$ cat src/rtl/tt_um_serial_adder.sv
// Bit-serial adder/subtractor: byte-loaded operands are combined one bit per
// enabled clock, LSB first, into a result register read back one byte at a time.
module tt_um_serial_adder #(
    parameter int unsigned WIDTH = 16
) (
    input  logic [7:0] ui_in,
    output logic [7:0] uo_out,
    input  logic [7:0] uio_in,
    output logic [7:0] uio_out,
    output logic [7:0] uio_oe,
    input  logic       ena,
    input  logic       clk,
    input  logic       rst_n
);

    localparam int unsigned NBYTES = WIDTH / 8;
    localparam int unsigned IDXW   = $clog2(WIDTH);

    typedef enum logic [1:0] {
        S_IDLE = 2'd0,
        S_RUN  = 2'd1,
        S_DONE = 2'd2
    } state_t;

    state_t            r_state;
    logic [WIDTH-1:0]  r_a;
    logic [WIDTH-1:0]  r_b;
    logic [WIDTH-1:0]  r_r;
    logic [IDXW-1:0]   r_idx;
    logic              r_carry;
    logic              r_sub;
    logic              r_busy;
    logic              r_done;
    logic              r_zero;

    logic              w_load_a;
    logic              w_load_b;
    logic              w_start;
    logic              w_sub;
    logic              w_bit_a;
    logic              w_bit_b;
    logic              w_sum;
    logic              w_cout;
    logic [WIDTH-1:0]  w_r_next;
    logic [1:0]        w_sel;
    logic [31:0]       w_r_ext;
    logic              w_unused;

    assign w_load_a = uio_in[4];
    assign w_load_b = uio_in[5];
    assign w_start  = uio_in[6];
    assign w_sub    = uio_in[7];
    assign w_unused = ^uio_in[3:0];

    // One full-adder slice; subtraction inverts B and seeds the carry with 1.
    assign w_bit_a  = r_a[r_idx];
    assign w_bit_b  = r_b[r_idx] ^ r_sub;
    assign w_sum    = w_bit_a ^ w_bit_b ^ r_carry;
    assign w_cout   = (w_bit_a & w_bit_b) | (w_bit_a & r_carry) | (w_bit_b & r_carry);
    assign w_r_next = {w_sum, r_r[WIDTH-1:1]};

    always_ff @(posedge clk) begin
        if (!rst_n) begin
            r_state <= S_IDLE;
            r_a     <= '0;
            r_b     <= '0;
            r_r     <= '0;
            r_idx   <= '0;
            r_carry <= 1'b0;
            r_sub   <= 1'b0;
            r_busy  <= 1'b0;
            r_done  <= 1'b0;
            r_zero  <= 1'b0;
        end else if (ena) begin
            case (r_state)
                S_IDLE, S_DONE: begin
                    if (w_start) begin
                        r_sub   <= w_sub;
                        r_idx   <= '0;
                        r_carry <= w_sub;
                        r_state <= S_RUN;
                        r_busy  <= 1'b1;
                        r_done  <= 1'b0;
                        r_zero  <= 1'b0;
                    end else begin
                        if (w_load_a) r_a <= WIDTH'({r_a, ui_in});
                        if (w_load_b) r_b <= WIDTH'({r_b, ui_in});
                    end
                end
                S_RUN: begin
                    r_r     <= w_r_next;
                    r_carry <= w_cout;
                    if (r_idx == IDXW'(WIDTH - 1)) begin
                        r_state <= S_DONE;
                        r_busy  <= 1'b0;
                        r_done  <= 1'b1;
                        r_zero  <= (w_r_next == '0);
                    end else begin
                        r_idx <= r_idx + IDXW'(1);
                    end
                end
                default: begin
                    r_state <= S_IDLE;
                    r_busy  <= 1'b0;
                    r_done  <= 1'b0;
                    r_zero  <= 1'b0;
                end
            endcase
        end
    end

    // Byte readout; bytes above the operand width read as zero.
    assign w_sel   = ui_in[1:0];
    assign w_r_ext = 32'(r_r);

    always_comb begin
        uo_out = 8'h00;
        if (32'(w_sel) < NBYTES) begin
            uo_out = w_r_ext[{w_sel, 3'b000} +: 8];
        end
    end

    assign uio_out = {4'b0000, r_zero, r_carry, r_done, r_busy};
    assign uio_oe  = 8'h0F;

endmodule

$ cat config.mk
export PLATFORM = sky130hd
export DESIGN_NAME = tt_um_serial_adder
export DESIGN_NICKNAME = d
export VERILOG_FILES = /design/src/rtl/tt_um_serial_adder.sv
export SDC_FILE = /design/constraint.sdc
export NUM_CORES = 1
export LEC_CHECK = 0
export CORE_ASPECT_RATIO = 0.75
export CORE_MARGIN = 3
export CORE_UTILIZATION = 53
export CTS_BUF_LIST = sky130_fd_sc_hd__clkbuf_16
export CTS_CLUSTER_DIAMETER = 150
export CTS_CLUSTER_SIZE = 10
export DETAILED_ROUTE_END_ITERATION = 7
export HOLD_SLACK_MARGIN = 0.1
export PLACE_DENSITY_LB_ADDON = 0.15
export SETUP_SLACK_MARGIN = 0.3
export SLEW_MARGIN = 10
export SYNTH_ARGS = -nofsm -noshare
export SYNTH_HDL_FRONTEND = slang
export SYNTH_SLANG_ARGS = --single-unit
$ cat constraint.sdc
create_clock -name clk -period 4.4 [get_ports clk]
set_input_delay 1.1 -clock clk [delete_from_list [all_inputs] [get_ports clk]]
set_output_delay 1.1 -clock clk [all_outputs]
set_load 0.05 [all_outputs]
==> flow_summary.yaml <==
status:
  status: "finished clean"
clocking:
  htreeDepth: 3
  hold_buffers: 0
  cts.clk_slew.worst_paths_ns: 0.05
  root_buffer: "clkbuf_16"
  clk_path_buf_depth: 2
  cts_buffers: 9
  cts_sinks: 58
  post_cts.repair.setup_buffers: 0
  worstSkewPairLatency_ns: 0.32
  ctsResizeCount: 0
  tritoncts: "yes"
critical_path:
  crit_path_start_kind: "input port"
  crit_type: "input port to output pin"
  path_max_fanout: 10
  worstPathArrival_ns: 2.49
  critical-path-max-stage-delay_ns: 0.83
  cp_slowest_cell: "clkdlybuf4s50_1"
  rrSetupSlack_ns: 0.92
  crit_path_end_kind: "output pin"
  required_ns: 3.30
  cp_cell_sequence: "clkdlybuf4s50_1 > mux2i_1 > nor2_1 > buf_4"
  r2r_cells: 8
synth:
  yosysTopAreaCell: "dfxtp_1"
  synthArstFlopShare_pct: 0
  syn_area_um2: 2686
  yosys_most_used_dff: "dfxtp_1"
  synth-simple-area-share_pct: 21.38
  synth_top_family_by_area: "simple AND/OR/NAND/NOR gates"
  synth-xor-area-share_pct: 0.3260
  ys_top_cells_by_count: "nand2_1, dfxtp_1, a21oi_1, buf_4, clkbuf_1"
  yosys_warnings: 0
  syn_avg_cell_area_um2: 8.266
  synth_edf_count: 0
  ys_types: 36
  ys_ff_latch: 58
  synth.area.top_cells: "dfxtp_1, nand2_1, a21oi_1"
  yosysSeqAreaShare_pct: 43.22
  synth_compound_area_share_pct: 12.48
  synth_fa_ha_area_share_pct: 1.211
  synth.most_common_cell: "nand2_1"
  netlist_instances: 325
  synth_top_area_share_pct: 43.22
  muxShareOfSynthArea_pct: 12.90
placement:
  port_buffers: 26
  place_congestion: 0.8163
  place_hpwl_um: 3744
  dp_cells: 383
timing:
  tightest_slew_ns: 0.6483
  hold_viol: 0
  fmax_ghz: 0.2786
  period_share_pct: 81.58
  fin_setup_tns_ns: 0
  fin_crit_ns: 3.590
  drv_slew: 0
  rsz0062_at_grt: "no"
  slew_headroom_pct: 56.66
  finalSetupViolCount: 0
  fin_skew_ns: 0.002501
  hold-worst-slack_ns: 0.4496
global_route:
  grt_util_all_layers_pct: 21.64
  met3_usage_pct: 7.561
  grt_pass1_vias: 1978
  grt_max_degree: 44
  grt_pass1_wl_um: 9632
  gr-usage-met2_pct: 30.04
  met1_usage_pct: 30.26
  antenna_found_initial: 0
  global_route.overflow_total: 0
  busiest_layer: "met1"
floorplan:
  die-width_um: 88.21
  core-area_um2: 4677
  die_area_um2: 5968
  rows: 21
  initial_core_util_pct: 57.44
  die_y_um: 67.66
  ios: 43
worst_hold_path:
  hp-class: "flip-flop to flip-flop"
  holdPathStages: 2
final_layout:
  synthToLayoutAreaGrowth_pct: 16.16
  n_antenna_cell: 0
  layout.nets: 358
  drive_above_1_share_pct: 7.310
  fin_cells: 399
routing:
  drt_iter0_drc: 170
  drc: 0
  wirelength_um: 5824
  viasPerCell: 5.474
  num_vias: 2184
  drt_first_pass_iters: 4
  ant_nets: 0
  routedWlPerCell_um: 14.60
power_and_ir_drop:
  powerDensity_nw_per_um2: 416.6
  ir_drop_v: 0.0003527
  p_leak_nw: 1.155
  finalPower_mw: 1.300
job:
  drv_cap: 0
report_power, final:
group | internal, mW | switching [mW]
sequential | 0.536 | 0.00753
combinational | 0.0329 | 0.0747
clock | 0.426 | 0.223
total | 0.994 | 0.306
registers in the layout, indices dropped and copies added, names as in the netlist:
| register | flops |
|---|---|
| r_idx | 4 |
| r_a | 16 |
| r_zero | 1 |
| r_r | 16 |
| r_carry | 1 |
| r_sub | 1 |
| r_busy | 1 |
| r_b | 16 |
| r_state | 2 |
layer usage:
metal	up-vias	routed length, um
li1	1100	-
met1	1006	2826
met2	68	2526
met3	10	384
met4	0	87
met5	-	0
worst paths after layout:
path                               start   endpoint
worst max-delay path            ui_in[0]  uo_out[7]
worst min-delay path              r_b[8]     r_b[8]
worst max register to register  r_idx[2]     r_zero
worst min register to register    r_b[8]     r_b[8]
final cells by class:
class,count,area (um^2)
Fill cell,410,1556
Tap cell,57,71.32
Sequential cell,58,1161
Inverter,3,11.26
Multi-Input combinational cell,237,1343
Clock inverter,7,53.80
Clock buffer,9,225.2
Timing Repair Buffer,28,255.2
worst max-delay path: cells and delay by family:
family / cells / cell delay [ns]
AND/OR/NAND/NOR: 1 / 0.06
multiplexers: 1 / 0.29
buffers and inverters: 2 / 1.03
cell families (layout without fill, tap and decap cells):
family,after synthesis,after routing
AND/OR/NAND/NOR,137,137
AO/OA/AOI/OAI,64,64
flip-flops,58,58
buffers and inverters,40,47
multiplexers,21,21
adder cells (fa/ha/maj),2,2
other,2,12
XOR/XNOR,1,1
cells in the final DEF, fill, tap and decap left out, types with 2 or more instances in the layout:
cell and count:
nand3_1 6, dfxtp_1 58, mux4_2 3, conb_1 12, mux4_1 6, clkdlybuf4s50_1 18
nand2_1 101, buf_4 10, and3_1 3, clkbuf_16 9, a21oi_1 56, clkinv_1 2
or4_1 4, inv_1 6, o21ai_0 3, nor4_1 2, mux2i_1 11, nor2_1 13
stage by stage:
step	setup WS [ns]	util [%]	area, um^2
after floorplan	1.008	-	2724
after global placement	0.8214	60.75	2841
after detailed placement	0.8341	60.75	2841
after CTS	0.7993	66.72	3120
after global routing	0.7676	66.72	3120
final	0.8103	66.72	3120
Power figures use the tool's default switching activity.
